==> src/rtl/piso_pkg.sv <==
// Shared types and helpers for the parallel-in/serial-out serializer.
// Latency: n/a (package only).
// Backpressure: n/a (package only).
package piso_pkg;

    typedef enum logic [1:0] {
        IDLE   = 2'd0,
        SHIFT  = 2'd1,
        PARITY = 2'd2
    } state_t;

    // Widest word the parity helper accepts; callers zero-extend into it.
    localparam int PAR_MAX_W = 64;

    // Bit-counter width for an N-bit word: it counts N-1 down to 0.
    function automatic int cnt_width(input int n);
        return (n < 2) ? 1 : $clog2(n);
    endfunction

    // Even parity: 1 when the word holds an odd number of ones.
    function automatic logic even_parity(input logic [PAR_MAX_W-1:0] v);
        return ^v;
    endfunction

endpackage

==> src/rtl/piso_bit_counter.sv <==
// Bits-remaining counter: loads N-1 on accept, decrements once per shifted bit.
// Latency: flags are combinational decodes of the registered count.
// Backpressure: none; load takes priority, holds at zero (no wrap).
// Ports: clk, rst (async active-low), i_load, i_dec -> o_last (count==0),
//        o_one (count==1, i.e. the next bit is the last data bit).
module piso_bit_counter #(
    parameter int N     = 4,
    parameter int CNT_W = 2
) (
    input  logic clk,
    input  logic rst,
    input  logic i_load,
    input  logic i_dec,
    output logic o_last,
    output logic o_one
);

    logic [CNT_W-1:0] r_cnt;

    always_ff @(posedge clk or negedge rst) begin
        if (!rst) begin
            r_cnt <= '0;
        end else if (i_load) begin
            r_cnt <= CNT_W'(N - 1);
        end else if (i_dec && (r_cnt != '0)) begin
            r_cnt <= r_cnt - CNT_W'(1);
        end
    end

    assign o_last = (r_cnt == '0);
    assign o_one  = (r_cnt == CNT_W'(1));

endmodule

==> src/rtl/piso_serializer.sv <==
// Parallel-in/serial-out stage feeding a serial shift register (so -> si).
// Latency: first bit on so one cycle after accept; N (N+1 with parity) cycles/word.
// Backpressure: din_ready only in IDLE or on the last bit, giving gapless reloads.
// Ports: clk, rst (async active-low), din[N-1:0]/din_valid/din_ready handshake,
//        so/so_valid serial output, done pulse on the final bit of each word.
// Option macro PISO_PARITY_EN: append one even-parity bit after the data bits.
module piso_serializer
    import piso_pkg::*;
#(
    parameter int N         = 4,
    parameter bit LSB_FIRST = 1'b0
) (
    input  logic         clk,
    input  logic         rst,
    input  logic [N-1:0] din,
    input  logic         din_valid,
    output logic         din_ready,
    output logic         so,
    output logic         so_valid,
    output logic         done
);

    localparam int CNT_W = cnt_width(N);
`ifdef PISO_PARITY_EN
    localparam bit PAR_EN = 1'b1;
`else
    localparam bit PAR_EN = 1'b0;
`endif

    state_t       r_state;
    logic [N-1:0] r_shreg;
    logic         r_so;
    logic         r_so_vld;
    logic         r_done;
`ifdef PISO_PARITY_EN
    logic         r_par;
`endif

    logic         w_cnt_last;
    logic         w_cnt_one;
    logic         w_last;
    logic         w_accept;
    logic         w_din_head;
    logic         w_sh_head;
    logic [N-1:0] w_din_shift;
    logic [N-1:0] w_sh_shift;

    // The head bit goes straight to so on load, so the register keeps only
    // the bits still to be sent.
    assign w_din_head  = LSB_FIRST ? din[0]     : din[N-1];
    assign w_din_shift = LSB_FIRST ? (din >> 1) : (din << 1);
    assign w_sh_head   = LSB_FIRST ? r_shreg[0] : r_shreg[N-1];
    assign w_sh_shift  = LSB_FIRST ? (r_shreg >> 1) : (r_shreg << 1);

    assign w_last    = ((r_state == SHIFT) && w_cnt_last && !PAR_EN) || (r_state == PARITY);
    assign din_ready = (r_state == IDLE) || w_last;
    assign w_accept  = din_valid && din_ready;

    piso_bit_counter #(
        .N     (N),
        .CNT_W (CNT_W)
    ) u_bit_counter (
        .clk    (clk),
        .rst    (rst),
        .i_load (w_accept),
        .i_dec  ((r_state == SHIFT) && !w_accept),
        .o_last (w_cnt_last),
        .o_one  (w_cnt_one)
    );

    always_ff @(posedge clk or negedge rst) begin
        if (!rst) begin
            r_state  <= IDLE;
            r_shreg  <= '0;
            r_so     <= 1'b0;
            r_so_vld <= 1'b0;
            r_done   <= 1'b0;
`ifdef PISO_PARITY_EN
            r_par    <= 1'b0;
`endif
        end else if (w_accept) begin
            // New word (from IDLE or on the last bit of the previous word).
            r_state  <= SHIFT;
            r_so     <= w_din_head;
            r_shreg  <= w_din_shift;
            r_so_vld <= 1'b1;
            r_done   <= 1'b0;
`ifdef PISO_PARITY_EN
            r_par    <= even_parity(PAR_MAX_W'(din));
`endif
        end else begin
            case (r_state)
                SHIFT: begin
                    if (!w_cnt_last) begin
                        r_so     <= w_sh_head;
                        r_shreg  <= w_sh_shift;
                        r_so_vld <= 1'b1;
                        // Count of 1 means the bit being loaded is the final data bit.
                        r_done   <= w_cnt_one && !PAR_EN;
                    end else begin
`ifdef PISO_PARITY_EN
                        r_state  <= PARITY;
                        r_so     <= r_par;
                        r_so_vld <= 1'b1;
                        r_done   <= 1'b1;
`else
                        r_state  <= IDLE;
                        r_so     <= 1'b0;
                        r_so_vld <= 1'b0;
                        r_done   <= 1'b0;
`endif
                    end
                end
                default: begin
                    r_state  <= IDLE;
                    r_so     <= 1'b0;
                    r_so_vld <= 1'b0;
                    r_done   <= 1'b0;
                end
            endcase
        end
    end

    assign so       = r_so;
    assign so_valid = r_so_vld;
    assign done     = r_done;

endmodule

==> config.mk <==
export PLATFORM = sky130hd
export DESIGN_NAME = piso_serializer
export DESIGN_NICKNAME = d
export VERILOG_FILES = /design/src/rtl/piso_pkg.sv /design/src/rtl/piso_bit_counter.sv /design/src/rtl/piso_serializer.sv
export SDC_FILE = /design/constraint.sdc
export NUM_CORES = 1
export LEC_CHECK = 0
export ABC_AREA = 1
export BUFFER_PORTS_ARGS = -buffer_cell sky130_fd_sc_hd__buf_2
export CAP_MARGIN = 15
export CORE_AREA = 2 2 39 41
export CTS_CLUSTER_DIAMETER = 150
export DETAILED_ROUTE_END_ITERATION = 10
export DIE_AREA = 0 0 41 43
export GPL_ROUTABILITY_DRIVEN = 0
export PLACE_DENSITY = 0.52
export RECOVER_POWER = 50
export SETUP_SLACK_MARGIN = 0.3
export SLEW_MARGIN = 10
export SYNTH_ARGS = -nofsm -noshare
export SYNTH_HDL_FRONTEND = slang
export SYNTH_SLANG_ARGS = --single-unit
==> constraint.sdc <==
create_clock -name clk -period 1.24 [get_ports clk]
set_input_delay 0.124 -clock clk [delete_from_list [all_inputs] [get_ports clk]]
set_output_delay 0.124 -clock clk [all_outputs]
set_load 0.02 [all_outputs]
# Word-level counts from Yosys, hierarchy flattened
# Cells that the tools add are included.
[op_classes]
n_addsub = 1
eq_ne = 5
n_mux = 17
reduce_logical = 13
[ops]
columns = ["cell", "n"]
rows = [
  ["$mux 4", 3],
  ["$mux 2", 5],
  ["$mux 1", 9],
  ["$reduce_bool 2->1", 3],
  ["$eq 2x1->1 const B", 2],
  ["$logic_and 1x1->1", 4],
  ["$logic_not 2->1", 2],
  ["$ne 3x3->1 const B", 1],
  ["$eq 2x2->1 const B", 1],
  ["$logic_or 1x1->1", 2],
  ["$ne 2x1->1 const B", 1],
  ["$reduce_and 2->1", 1],
  ["$sub 2x1->2 const B", 1],
  ["$logic_not 1->1", 1],
]
[word_totals]
register_bits = 11
inputBits = 7
output_inout_bits = 4
word_cells = 42

# Logic depth before layout (Yosys ltp)
[depth]
word_depth = 10
mapped_depth = 7

# By module
# From an unflattened synthesis, not the netlist that was laid out.
[unflattened]
hier_cells = 48
area_unflattened_um2 = 426.7
[modules_own_cells]
columns = ["module", "instances", "cells_per_inst", "area_per_inst_um2", "seq_area_each_um2"]
rows = [
  ["piso_serializer", 1, 32, 301.5, 175.2],
  ["piso_bit_counter", 1, 16, 125.1, 50.0],
]

# Worst setup path after synthesis
# No wires, ideal clock.
[synth_path]
path_type = "reg-to-reg"
start = "register u_bit_counter.r_cnt[0]"
end = "register r_shreg[3]"
setup_time_ns = 0.124
t_arrival_ns = 0.982
setup_slack_ns = 0.133
path_stages_with_launch = 8
n_path_buf = 1
period_less_slack_ns = 1.107
cell_sequence = "dfrtp_1 > inv_1 > ha_1 > inv_1 > nand2_2 > buf_6 > nand3_1 > nand3_1"
[synth_via]
elab_chain_len = 7
[synth_lines]
columns = ["item", "line", "text"]
rows = [
  ["start: declaration", "piso_bit_counter.sv:18", "logic [CNT_W-1:0] r_cnt;"],
  ["start signal: assignment", "piso_bit_counter.sv:24", "r_cnt <= CNT_W'(N - 1);"],
  ["start signal: assignment", "piso_bit_counter.sv:26", "r_cnt <= r_cnt - CNT_W'(1);"],
  ["$logic_not 2->1 (*)", "piso_bit_counter.sv:30", "assign o_last = (r_cnt == '0);"],
  ["$logic_and 1x1->1 (*)", "piso_serializer.sv:55", "assign w_last = ((r_state == SHIFT) && w_cnt_last && !PAR_EN) || (r_state == PARITY);"],
  ["$logic_or 1x1->1 (*)", "piso_serializer.sv:55", ""],
  ["$logic_or 1x1->1 (*)", "piso_serializer.sv:56", "assign din_ready = (r_state == IDLE) || w_last;"],
  ["net din_ready", "piso_serializer.sv:17", "output logic din_ready,"],
  ["$logic_and 1x1->1 (*)", "piso_serializer.sv:57", "assign w_accept = din_valid && din_ready;"],
  ["$ne 2x1->1 (no source line) / $reduce_bool 2->1 (equally long branches)", "--", ""],
  ["$reduce_and 2->1 (no source line)", "--", ""],
  ["end signal: assignment", "piso_serializer.sv:85", "r_shreg <= w_din_shift;"],
  ["end signal: assignment", "piso_serializer.sv:96", "r_shreg <= w_sh_shift;"],
  ["end: declaration", "piso_serializer.sv:31", "logic [N-1:0] r_shreg;"],
]
# Mark *: on every way through the listed nets, which the timed path passes. The rest lies on a longest branch.
# A chain may end at the register's enable or synchronous reset.

# Final worst setup path
[layout_path]
start = "register u_bit_counter.r_cnt[1]"
end = "output port din_ready"
[layout_via]
elab_chain_len = 4
[layout_lines]
columns = ["item", "line"]
rows = [
  ["$logic_not 2->1", "piso_bit_counter.sv:30"],
  ["$logic_and 1x1->1", "piso_serializer.sv:55"],
  ["$logic_or 1x1->1", "piso_serializer.sv:55"],
  ["$logic_or 1x1->1", "piso_serializer.sv:56"],
  ["end: declaration", "piso_serializer.sv:17"],
]
# No other way between the ends.

==> metrics <==
outcome completed; row count 14; Final nets about 70; Leak 0.2875 nW; Distinct cells, synth 10; Post-DP HPWL approximately 530 um; total gr overflow 0; global-route wire length before repair between 1000 and 1500 um; Die Y roughly 43 um; Synth Instances 44; CTS sink cnt 9; Worst slew margin around two thirds; Cell Area, Placed approximately 470 sq um; clk buf depth 2; H-tree Lvls 1; Min Hold Slack approximately 0.1 ns; routed vias/inst ~4.4; f_max ~850 MHz; Die ar. 0.001763 sq mm; Port-buffer cells 10; initial DRC count 3; Max-Cap Viols 0; Fill cells 140; Critical Path RT 1.12 ns; yosys synthesis warning count 0; gr usage total between 10% and 20%; share of layout cells above drive strength 1 36.07%; CP arrival roughly 1.1 ns; Die W slightly above 40 um; most frequent CP cell inv_2; DRC 0; core box area ~0.0014 sq mm; first drt pass iteration count 4; PwrDens ~2500 mW/mm^2; sequential-to-total area share from yosys stat a little under three fifths; Root Buffer clkbuf_4; # diodes 0; area grow syn2layout 38.05%; pin count of the biggest net entering global routing 13; Max IR drop VDD ~0.0012 V; CP top delay family flip-flops; Power, Total 1.390 mW; initial antenna violation count 0; clk_lat worst skew approximately 0.25 ns; Avg Cell Area, Syn 9.043 sq um; cell area after layout ~550 sq um; clk_skew about 0.0029 ns; final WL ~770 um; HP Class in2reg; Initial Utilization between 20% and 30%; Worst-Margin Slew about 0.5 ns; CTS Buf Count 3; Worst setup EP type primary output; Worst path max stage delay about 0.37 ns; syn nets between 50 and 60; crit path cell chain inv_2 -> ha_4 -> inv_2 -> nand2_4 -> buf_6; CP Buf/Inv Count 3; Worst-path clk slew 0.06 ns; synthesized cell area a little under 400 sq um; Final Critical Period approximately 1.2 ns; max-slew violation count 0; CP max FO 2; vias in the first global route between 300 and 400; Ports 11; Fin Setup TNS 0 ns; CTS tree done; total number of vias 337; most frequent cells in the layout nand2_1 (13), nand3_1 (9), dfrtp_1 (9); Startpoint Class flip-flop; RSZ-0062 raised after global routing yes; Worst path slowest cell dfrtp_1; synthesized flop and latch total 9; fin crit share 94.99%; final count of negative-setup-slack endpoints 0; commonest non-fill, non-tap cell in the layout nand2_1; Routed Antenna Nets 0; final hold violations 0; drt wl/cell ~10 um; Crit Path Class reg2out
-- routing by layer --
layer,track usage [%],wire length [um],up-vias
li1,-,-,173
met1,15.51,397,153
met2,15.94,322,11
met3,7.853,53,0
met4,4.000,0,0
met5,0,0,-
-- per-stage QoR --
step	util [%]	std cells	setup slack (ns)
floorplan	-	44	0.1795
detailed placement	34.09	70	0.05226
global placement	34.09	70	0.05643
global route	39.69	77	-0.002635
finish	39.69	77	0.06218
CTS	38.61	77	0.01395
-- worst reg2reg max path, stage by stage (launching register included) --
cell and delay [ns]:
dfrtp_1 0.37, inv_2 0.09, ha_4 0.14, inv_2 0.04
nand2_4 0.06, buf_6 0.14, nand2_1 0.07, nand2_1 0.06
nand2_1 0.05
-- report_power, final --
group | internal [mW] | switching (mW)
clock | 0.124 | 0.0945
combinational | 0.300 | 0.404
sequential | 0.413 | 0.0542
total | 0.837 | 0.553
-- repair_timing --
action | CTS | global route
endpoints found under the setup margin | 10 | 10
hold endpoints to repair | 9 | 0
hold buffers | 1 | 0
gates cloned | 0 | 0
resized for setup | 3 | 5
setup buffers | 2 | 0
-- layout make-up --
cell class / count / area (sq um) / share of cell area [%]
clock buffer: 4 / 26.28 / 4.784
inverter: 6 / 22.52 / 4.100
multi-input combinational: 28 / 165.2 / 30.07
sequential: 9 / 225.2 / 41.00
tap: 16 / 20.02 / 3.645
timing repair buffer: 14 / 90.09 / 16.40
-- synthesized netlist by cell type --
library cell | number | share of area, %
buf_6 | 1 | 2.8
nand2_1 | 13 | 12
dfrtp_1 | 9 | 57
inv_2 | 1 | 0.94
a21oi_1 | 1 | 1.3
ha_1 | 2 | 6.3
nand2_2 | 1 | 1.6
nand3_1 | 10 | 13
inv_1 | 5 | 4.7
nor2_1 | 1 | 0.94
-- path summary, 6_finish.rpt --
check / startpoint / endpoint / slack [ns] / depth (start not counted)
setup / recovery: u_bit_counter.r_cnt[1] / din_ready / 0.06 / 5
hold / removal: din[3] / so / 0.10 / 3
setup reg to reg: u_bit_counter.r_cnt[1] / u_bit_counter.r_cnt[0] / 0.12 / 8
hold reg to reg: r_shreg[2] / r_shreg[3] / 0.49 / 2
max in group asynchronous: rst / r_shreg[1] / 0.57 / 2
min in group asynchronous: rst / r_state[0] / 0.34 / 2
-- flip-flops by register name, summed over array words and instances (netlist names) --
name                 flops
u_bit_counter.r_cnt      2
r_state                  1
so_valid                 1
done                     1
so                       1
r_shreg                  3
-- kinds of logic after synthesis --
family / Yosys count / share of synthesized area (%)
buffers and inverters: 7 / 8.490
and+or+nand+nor: 25 / 27.36
DFF: 9 / 56.60
AOI/OAI and AO/OA: 1 / 1.257
adders and majority gates: 2 / 6.288
Note: power is estimated with default switching activity, not from simulation.
